[src/rtl/gray_rx.sv]
// Gray code receiver: decodes a Gray counter, checks that each accepted sample is a
// single forward step, flags errors, and counts wraps from the top code back to zero.
module gray_rx #(
  parameter int WIDTH = 3,
  parameter int CNT_W = 8
) (
  input  logic             Clk,
  input  logic             Reset,
  input  logic             En,
  input  logic [WIDTH-1:0] GrayIn,
  output logic [WIDTH-1:0] Binary,
  output logic             Valid,
  output logic             Wrap,
  output logic [CNT_W-1:0] WrapCount,
  output logic             Locked,
  output logic             Error
);

  typedef enum logic [1:0] {ST_UNLOCKED, ST_LOCKED, ST_ERROR} state_t;

  state_t           state, stateNext;
  logic [WIDTH-1:0] storedGray, grayNext, binaryNext;
  logic [WIDTH-1:0] decoded, binaryPlusOne, diff;
  logic             validNext, wrapNext, oneBitChange, legalStep;

  function automatic logic [WIDTH-1:0] grayToBin(input logic [WIDTH-1:0] g);
    logic [WIDTH-1:0] b;
    b[WIDTH-1] = g[WIDTH-1];
    for (int i = WIDTH - 2; i >= 0; i--) begin
      b[i] = b[i+1] ^ g[i];
    end
    return b;
  endfunction

  assign decoded       = grayToBin(GrayIn);
  assign binaryPlusOne = Binary + WIDTH'(1);
  assign diff          = GrayIn ^ storedGray;
  // Exactly one bit set: nonzero and clearing the lowest set bit leaves nothing.
  assign oneBitChange  = (diff != '0) && ((diff & (diff - WIDTH'(1))) == '0);
  assign legalStep     = oneBitChange && (decoded == binaryPlusOne);

  always_comb begin
    stateNext  = state;
    binaryNext = Binary;
    grayNext   = storedGray;
    validNext  = 1'b0;
    wrapNext   = 1'b0;
    if (En) begin
      case (state)
        ST_UNLOCKED: begin
          stateNext  = ST_LOCKED;
          binaryNext = decoded;
          grayNext   = GrayIn;
          validNext  = 1'b1;
        end
        ST_LOCKED: begin
          if (GrayIn == storedGray) begin
            validNext = 1'b1;
          end else if (legalStep) begin
            binaryNext = decoded;
            grayNext   = GrayIn;
            validNext  = 1'b1;
            wrapNext   = (Binary == '1);
          end else begin
            stateNext = ST_ERROR;
          end
        end
        ST_ERROR: begin
          // Only an all-zero word is trusted enough to resynchronise on.
          if (GrayIn == '0) begin
            stateNext  = ST_LOCKED;
            binaryNext = '0;
            grayNext   = '0;
            validNext  = 1'b1;
          end
        end
        default: stateNext = ST_UNLOCKED;
      endcase
    end
  end

  always_ff @(posedge Clk or posedge Reset) begin
    if (Reset) begin
      state      <= ST_UNLOCKED;
      Binary     <= '0;
      storedGray <= '0;
      Valid      <= 1'b0;
      Wrap       <= 1'b0;
      WrapCount  <= '0;
    end else begin
      state      <= stateNext;
      Binary     <= binaryNext;
      storedGray <= grayNext;
      Valid      <= validNext;
      Wrap       <= wrapNext;
      if (wrapNext && (WrapCount != '1)) begin
        WrapCount <= WrapCount + CNT_W'(1);
      end
    end
  end

  assign Locked = (state == ST_LOCKED);
  assign Error  = (state == ST_ERROR);

endmodule
[config.mk]
export PLATFORM = sky130hd
export DESIGN_NAME = gray_rx
export DESIGN_NICKNAME = d
export VERILOG_FILES = /design/src/rtl/gray_rx.sv
export SDC_FILE = /design/constraint.sdc
export NUM_CORES = 1
export LEC_CHECK = 0
export CAP_MARGIN = 10
export CELL_PAD_IN_SITES_DETAIL_PLACEMENT = 0
export CELL_PAD_IN_SITES_GLOBAL_PLACEMENT = 2
export CORE_MARGIN = 5
export CORE_UTILIZATION = 35
export CTS_CLUSTER_SIZE = 20
export DETAILED_ROUTE_END_ITERATION = 12
export GPL_TIMING_DRIVEN = 0
export PLACE_DENSITY = 0.85
export SLEW_MARGIN = 10
export SYNTH_ARGS = -nofsm -noshare
export SYNTH_HDL_FRONTEND = slang
export SYNTH_SLANG_ARGS = --single-unit
[constraint.sdc]
create_clock -name Clk -period 3.5 [get_ports Clk]
set_clock_uncertainty 0.05 [all_clocks]
set_input_delay 0.525 -clock Clk [delete_from_list [all_inputs] [get_ports Clk]]
set_output_delay 0.525 -clock Clk [all_outputs]
set_load 0.01 [all_outputs]
=== Word-level counts from Yosys, hierarchy flattened ===
Cells that the tools add are included.

* ROM bits: 0
* Bits in latches: 0
* Register bits after elaboration: 18
* RAM bits: 0
* Memories kept: 0
* Output and inout port bits: 15

* $add $sub $neg: 3
* Muxes and demuxes: 20
* Div/mod/pow operators: 0
* $lt $le $gt $ge: 0
* Bitwise gates (word level): 4
* Multipliers: 0
* Equal/unequal tests: 10
* Reductions and logical operators: 10
* Shifts and indexed selects: 0

{| class="wikitable"
|+ Operator list
! operator !! count
|-
| $pmux 3 s3 || 2
|-
| $mux 3 || 5
|-
| $add 8x1->8 const B || 1
|-
| $mux 1 || 8
|-
| $ne 8x8->1 const B || 1
|-
| $eq 3x3->1 || 2
|-
| $logic_not 3->1 || 2
|-
| $mux 2 || 3
|-
| $pmux 2 s3 || 1
|-
| $reduce_bool 3->1 || 2
|-
| $reduce_and 5->1 || 1
|-
| $ne 2x1->1 const B || 2
|-
| $ne 2x2->1 const B || 2
|-
| $reduce_and 4->1 || 1
|-
| $add 3x1->3 const B || 1
|-
| $and 3x3->3 || 1
|-
| $eq 3x3->1 const B || 1
|-
| $logic_and 1x1->1 || 3
|-
| $pmux 1 s3 || 1
|-
| $sub 3x1->3 const B || 1
|-
| $xor 3x3->3 || 1
|-
| $eq 2x1->1 const B || 1
|-
| $eq 2x2->1 const B || 1
|-
| $logic_not 2->1 || 1
|-
| $xor 1x1->1 || 2
|}

=== Depth between registers and ports, before layout ===
Gate-level depths: netlist (run 1).

* Depth in word-level cells: 11
* Gate-level depth with buffers: 8

=== Least setup slack after synthesis (run 1) ===
Ideal clock, no wire load.

* Path kind: register to register
* From: register Binary[0]
* To: register WrapCount[6]
* Slack: 1057 ps
* Path buffers: 1
* Period minus slack after synthesis: 2443 ps
* Stages on the path, launching flop included: 9
* Setup time: 128 ps
* Data required time: 3322 ps
* Data arrival time: 2265 ps
* Cell sequence: dfrtp_1 -> ha_1 -> ha_1 -> nand4bb_1 -> a21o_1 -> a22o_4 -> buf_6 -> nor4_4 -> mux2_1

* Longest elaborated chain between the ends: 8

{| class="wikitable"
|+ Ends and longest elaborated chain
! item !! line !! text
|-
| start: declaration || 11 || <nowiki>output logic [WIDTH-1:0] Binary,</nowiki>
|-
| start signal: assignment || 92 || <nowiki>Binary <= binaryNext;</nowiki>
|-
| $add 3x1->3 || 36 || <nowiki>assign binaryPlusOne = Binary + WIDTH'(1);</nowiki>
|-
| $eq 3x3->1 || 40 || <nowiki>assign legalStep = oneBitChange && (decoded == binaryPlusOne);</nowiki>
|-
| $logic_and 1x1->1 || 40 ||
|-
| $mux 1 * || 59 || <nowiki>end else if (legalStep) begin</nowiki>
|-
| $mux 1 * || 57 || <nowiki>if (GrayIn == storedGray) begin</nowiki>
|-
| $mux 1 * || 49 || <nowiki>case (state)</nowiki>
|-
| $mux 1 * || 48 || <nowiki>if (En) begin</nowiki>
|-
| $logic_and 1x1->1 * || 96 || <nowiki>if (wrapNext && (WrapCount != '1)) begin</nowiki>
|-
| end signal: assignment || 97 || <nowiki>WrapCount <= WrapCount + CNT_W'(1);</nowiki>
|-
| end: declaration || 14 || <nowiki>output logic [CNT_W-1:0] WrapCount,</nowiki>
|}

Mark *: on every way between the ends. The rest lies on a longest branch, timed or not.
A chain may end at the register's enable or synchronous reset.

=== Worst setup path after layout (run 1) ===
Same ends and word-level chain as after synthesis.

==> impl_metrics.csv, run 1 <==
group,metric,value,unit
sta,final.setup.tns,0,ns
placed_design,numPortBuffers,18,
critical_path,start_kind,"flop",
critical_path,path_cells,"ha_1 > ha_1 > nand4bb_1 > a21o_1 > a22o_4 > buf_6 > nor4_4 > mux2_1",
pwr,p_per_area,671,mW/mm2
sta,worstMarginPinSlew,0.652,ns
cells_and_area,num-nets-final,147,
critical_path,worst_ep_required_time,3.64,ns
sta,fin_crit_sh,72.2,%
cts,cts_hold_buf,0,
global_route,grt_pass1_wl,4370,um
pwr,clockPowerShare,10.8,%
sta,setup_viol_count_final,0,
pwr,p_leak,0.630,nW
die,start_util,35.6,%
synthesis,ys_ff_latch,17,
die,die-height,68.1,um
synthesis,yosys.area.top_type_share,36.1,%
sta,setup_ws,0.974,ns
synthesis,yosys_warnings,0,
hold_path,hp-class,"reg2reg",
synthesis,syn-cell-area,0.00118,mm2
pwr,swShare,43.0,%
critical_path,arrival,2.66,ns
sta,min_period,2.53,ns
cts,cts_sinks,17,
cts,cts_resized,0,
synthesis,synth_edf_count,0,
global_route,grtUsageTotal,12.6,%
pwr,cellInternalPower,0.552,mW
synthesis,synth_flop_cell,"dfrtp_1",
sta,slew_headroom,56.5,%
detailed_routing,drcViolationCount,0,
pwr,p_seq_share,29.8,%
die,die_x,68.1,um
cts,htree_levels,1,
global_route,antenna_found_initial,0,
detailed_routing,route.detailed.wl_per_inst,14.1,um
placed_design,dp_hpwl,1960,um
cells_and_area,drive_gt1_share,13.9,%
cts,cts_tree,"built",
synthesis,ys_seq_area_share,36.1,%
critical_path,critPathMaxFanout,10,
placed_design,pre_cts_slack,0.778,ns
detailed_routing,ant_nets,0,
global_route,grt_pass1_vias,893,
placed_design,place.gp.congestion,0.779,
synthesis,synth-async-reset-ratio,100,%
run_status,status,"completed",
detailed_routing,num_vias,912,
detailed_routing,drt_iter0_drc,65,
synthesis,syn_area_per_cell,10.3,um2
synthesis,synth_top_cell_by_area,"dfrtp_1",
synthesis,synthTopCellsByArea,"dfrtp_1 36%, xor2_1 5.9%, nor3_1 3.8%",
cts,clk_latency,0.29,ns
critical_path,crit_top_cell,"ha_1",
sta,max_freq,0.396,GHz
detailed_routing,dr.pass1.iters,4,
cts,clock_path_buffers,2,
sta,rsz0062_at_grt,"false",
pwr,peakVddDrop,0.269,mV
flow_run,maxCapViolations,0,
global_route,grt_max_degree,18,
sta,hold_viol,0,
die,dieArea,0.00463,mm2
pwr,pwr-share-comb,59.4,%
detailed_routing,wirelength,2570,um
critical_path,end_kind,"flop",
critical_path,cp_slowest_cell,"dfrtp_1",
die,rows,21,
sta,slew_viol_final,0,
synthesis,yosysUniqueCellTypes,45,
cts,cts_root_buf,"clkbuf_4",
cells_and_area,layout_commonest_cell,"clkdlybuf4s50_1",
cells_and_area,area_growth,22.4,%
die,ioPinCount,21,
pwr,switchingPower,0.416,mW
synthesis,synthCells,115,
cts,cts_buffers,3,
synthesis,synth_fp_nets,124,
critical_path,path_class,"reg2reg",
global_route,grt_overflow,0,
cts,postCtsSetupRepairBufs,0,
cts,clk_pin_slew_worst_paths,0.10,ns
cells_and_area,insertedDiodeCount,0,
detailed_routing,via_per_inst,4.98,
cells_and_area,mostFrequentLayoutCells,"18 x clkdlybuf4s50_1, 17 x dfrtp_1, 9 x nor3_1, 9 x inv_1, 8 x xor2_1",
critical_path,cpPeakStageDelay,0.44,ns
die,placeableCoreArea,0.00331,mm2
area by class of cell:
cell class | count | area [um2]
well taps | 46 | 57.6
fillers | 357 | 1870
inverters | 9 | 33.8
plain buffers | 8 | 67.6
multi-input cells | 81 | 653
flip-flops and latches | 17 | 425
repair buffers | 18 | 180
clock buffers | 4 | 26.3
cells by family after synthesis:
| logic type | Yosys count | share of synthesized area [%] |
|---|---|---|
| buf+inv | 17 | 8.59 |
| fa+ha+maj | 4 | 4.03 |
| compound gates | 22 | 15.7 |
| xor+xnor | 13 | 12.5 |
| flops | 17 | 36.1 |
| mux | 3 | 2.86 |
| simple gates | 39 | 20.3 |
synthesized netlist by cell type, types with 2 or more instances:
cell type,number
dfrtp_1,17
inv_1,9
nor3_1,9
xor2_1,8
nand2_1,6
and3_1,4
buf_6,4
ha_1,3
nand4_1,3
nor2_1,3
nor2b_1,3
o21ai_0,3
a21o_1,2
buf_4,2
clkbuf_1,2
mux2_2,2
nand3_1,2
nand4b_1,2
o211ai_1,2
o221ai_1,2
o22ai_1,2
xnor2_1,2
sequential cells by signal, summed over array words and instances, names as in the netlist:
name        flops
Valid           1
Binary          3
WrapCount       8
Wrap            1
state           2
storedGray      2
critical path, delay by kind of cell, from the launching register on:
family / cells / cell delay, ns
compound gates: 2 / 0.47
fa+ha+maj: 2 / 0.53
buf+inv: 1 / 0.15
flops: 1 / 0.44
mux: 1 / 0.34
simple gates: 2 / 0.44
power groups by stage:
stage	clock, mW	combinational (mW)	sequential [mW]
global placement	0	0.574	0.291
global route	0.117	0.628	0.296
floorplan	0	0.417	0.290
detailed placement	0	0.574	0.293
CTS	0.111	0.577	0.290
finish	0.105	0.575	0.288
final timing paths:
path / startpoint / to / slack, ns / cells after the start
setup / recovery: Binary[0] / WrapCount[6] / 0.97 / 8
hold / removal: WrapCount[5] / WrapCount[5] / 0.45 / 1
setup reg to reg: Binary[0] / WrapCount[6] / 0.97 / 8
hold reg to reg: WrapCount[5] / WrapCount[5] / 0.45 / 1
max in group asynchronous: Reset / Binary[0] / 2.41 / 2
min in group asynchronous: Reset / WrapCount[6] / 0.56 / 2
metrics by stage:
stage	instances	util [%]	hold WS, ns	instance area (um2)	power [mW]
2_1_floorplan	115	-	0.401	1180	0.707
3_3_place_gp	179	42.8	0.430	1420	0.865
3_5_place_dp	179	42.8	0.449	1420	0.868
4_1_cts	183	43.6	0.466	1440	0.978
5_1_grt	183	43.6	0.473	1440	1.04
6_report	183	43.6	0.454	1440	0.969
layer usage:
layer / share of wire [%] / up-vias / wire length [um] / global-route usage [%]
li1: - / 452 / - / -
met1: 49 / 436 / 1260 / 17.4
met2: 46 / 22 / 1190 / 19.1
met3: 4.4 / 2 / 114 / 4.11
met4: 0.62 / 0 / 16 / 2.98
met5: 0 / - / 0 / 0
No activity file was read; power rests on OpenSTA's default activity.
==> run 2: changes to the inputs <==
- CORE_UTILIZATION: 35 -> 33
- PLACE_DENSITY: 0.85 -> 0.81
- clock period: 3.5 -> 2.6 ns (I/O delays scaled with it)
==> run 2 against run 1 <==
Clock power increased by 33%. Die area rose by 5.2%. Register-to-register slack lost 0.82 ns. Fmax rose by 3.2%. Critical path depth unchanged. Global-route usage decreased by 1.5 points. Sequential power increased by 35%. Total power up 41%. Non-clock buffer count rose by 4.
==> impl_metrics.csv, run 2 (synthesis gave the netlist of run 1 again) <==
group,metric,value,unit
run_status,status,"completed",
pwr,p_leak,0.647,nW
cells_and_area,filler_cell_count,331,
global_route,grtUsageTotal,11.1,%
global_route,grt_max_degree,18,
die,start_util,34.8,%
cells_and_area,insertedDiodeCount,0,
cts,cts_buffers,3,
cells_and_area,num-nets-final,151,
sta,fin_crit_sh,94.1,%
detailed_routing,drt_iter0_drc,48,
global_route,grt_pass1_vias,890,
cells_and_area,reg_top3,"WrapCount: 8 flops, Binary: 3 flops",
cells_and_area,largest_register,"WrapCount",
pwr,peakVddDrop,0.345,mV
cells_and_area,multi_input_area,666,um2
cells_and_area,area_growth,26.1,%
die,placeableCoreArea,0.00339,mm2
sta,setup_viol_count_final,0,
detailed_routing,ant_nets,0,
detailed_routing,route.detailed.wl_per_inst,13.9,um
sta,max_freq,0.409,GHz
critical_path,end_kind,"flop",
critical_path,path_cells,"ha_1 > ha_4 > nand4b_1 > a21o_1 > a22o_4 > buf_6 > nor4_4 > mux2_1",
placed_design,place.gp.congestion,0.798,
detailed_routing,wirelength,2600,um
die,die_x,69.8,um
cts,clk_latency,0.29,ns
cts,clk_pin_slew_worst_paths,0.10,ns
cells_and_area,largest_register_ffs,8,
cts,clock_path_buffers,2,
detailed_routing,via_per_inst,4.87,
pwr,p_per_area,917,mW/mm2
global_route,grt_pass1_wl,4400,um
critical_path,critPathMaxFanout,10,
detailed_routing,num_vias,911,
critical_path,cp_slowest_cell,"dfrtp_1",
cells_and_area,layout_commonest_cell,"clkdlybuf4s50_1",
die,dieArea,0.00487,mm2
die,die-height,69.8,um
critical_path,path_class,"reg2reg",
hold_path,hp-class,"in2reg",
flow_run,maxCapViolations,0,
critical_path,start_kind,"flop",
placed_design,dp_hpwl,1990,um
global_route,grt_overflow,0,
critical_path,cp_top_family,"adder cells",
sta,hold_viol,0,
cts,cts_sinks,17,
critical_path,critPathBufInv,1,
cells_and_area,drive_gt1_share,17.7,%
cells_and_area,register_area,427,um2
sta,slew_headroom,57.7,%
critical_path,cpPeakStageDelay,0.44,ns
sta,slew_viol_final,0,
critical_path,worst_ep_required_time,2.73,ns
critical_path,arrival,2.58,ns
sta,rsz0062_at_grt,"false",
sta,worstMarginPinSlew,0.634,ns
cts,cts_tree,"built",
placed_design,numPortBuffers,18,
detailed_routing,dr.pass1.iters,3,
detailed_routing,drcViolationCount,0,
sta,min_period,2.45,ns
cts,cts_hold_buf,0,
die,rows,21,
cts,htree_levels,1,
cells_and_area,mostFrequentLayoutCells,"18 x clkdlybuf4s50_1, 16 x dfrtp_1, 9 x nor3_1, 9 x inv_1, 8 x xor2_1",
sta,final.setup.tns,0,ns
global_route,antenna_found_initial,0,
pwr,total_power,1.36,mW
cts,cts_root_buf,"clkbuf_4",
die,ioPinCount,21,
-- run 2: cell count changes in the layout (fill, tap and decap cells not counted) --
cell / previous run / this run
dfrtp_2: 0 / 1
ha_1: 3 / 2
buf_4: 2 / 6
ha_4: 0 / 1
dfrtp_1: 17 / 16
-- run 2: per-layer routing --
metal,up-vias,track usage [%],share of wire (%)
met1,432,15.3,50
met5,-,0,0
met2,12,16.9,45
met3,4,3.48,3.3
met4,0,2.55,1.0
li1,463,-,-
-- run 2: final timing paths --
kind / startpoint / to / slack, ns / cells past startpoint
setup / recovery: Binary[1] / WrapCount[6] / 0.15 / 8
hold reg to reg: WrapCount[7] / WrapCount[7] / 0.46 / 1
setup reg to reg: Binary[1] / WrapCount[6] / 0.15 / 8
hold / removal: GrayIn[0] / storedGray[0] / 0.34 / 3
max in group asynchronous: Reset / Binary[0] / 1.63 / 2
min in group asynchronous: Reset / Wrap / 0.42 / 2
-- run 2: final cells by class --
class / instances / share of cell area, %
clock buffers: 4 / 1.77
inverters: 9 / 2.27
plain buffers: 8 / 4.54
multi-input cells: 81 / 44.7
repair buffers: 22 / 14.1
flip-flops and latches: 17 / 28.7
well taps: 46 / 3.87
-- run 2: worst register-to-register path, cell delays in order (launching register included) --
cell	delay (ns)
dfrtp_1	0.44
ha_1	0.24
ha_4	0.28
nand4b_1	0.10
a21o_1	0.20
a22o_4	0.29
buf_6	0.15
nor4_4	0.26
mux2_1	0.33
-- run 2: power by group --
part           total (mW)  internal, mW  switching (mW)
clock               0.140        0.0596          0.0804
sequential          0.389         0.327          0.0621
combinational       0.836         0.407           0.429
-- run 2: repair_timing --
item                                    CTS  global route
resized for setup                         0             2
endpoints found under the setup margin    0             2
setup buffers                             0             4
-- run 2: metrics by stage --
stage	worst slack [ns]	utilization, %	cells	cell area [um2]	hold WS [ns]
after global placement	0.0243	41.8	179	1420	0.439
final	0.152	43.9	187	1490	0.341
after global routing	0.0783	43.9	187	1490	0.357
after detailed placement	0.0157	41.8	179	1420	0.453
after CTS	0.0433	42.6	183	1440	0.334
after floorplan	0.157	-	115	1180	0.266
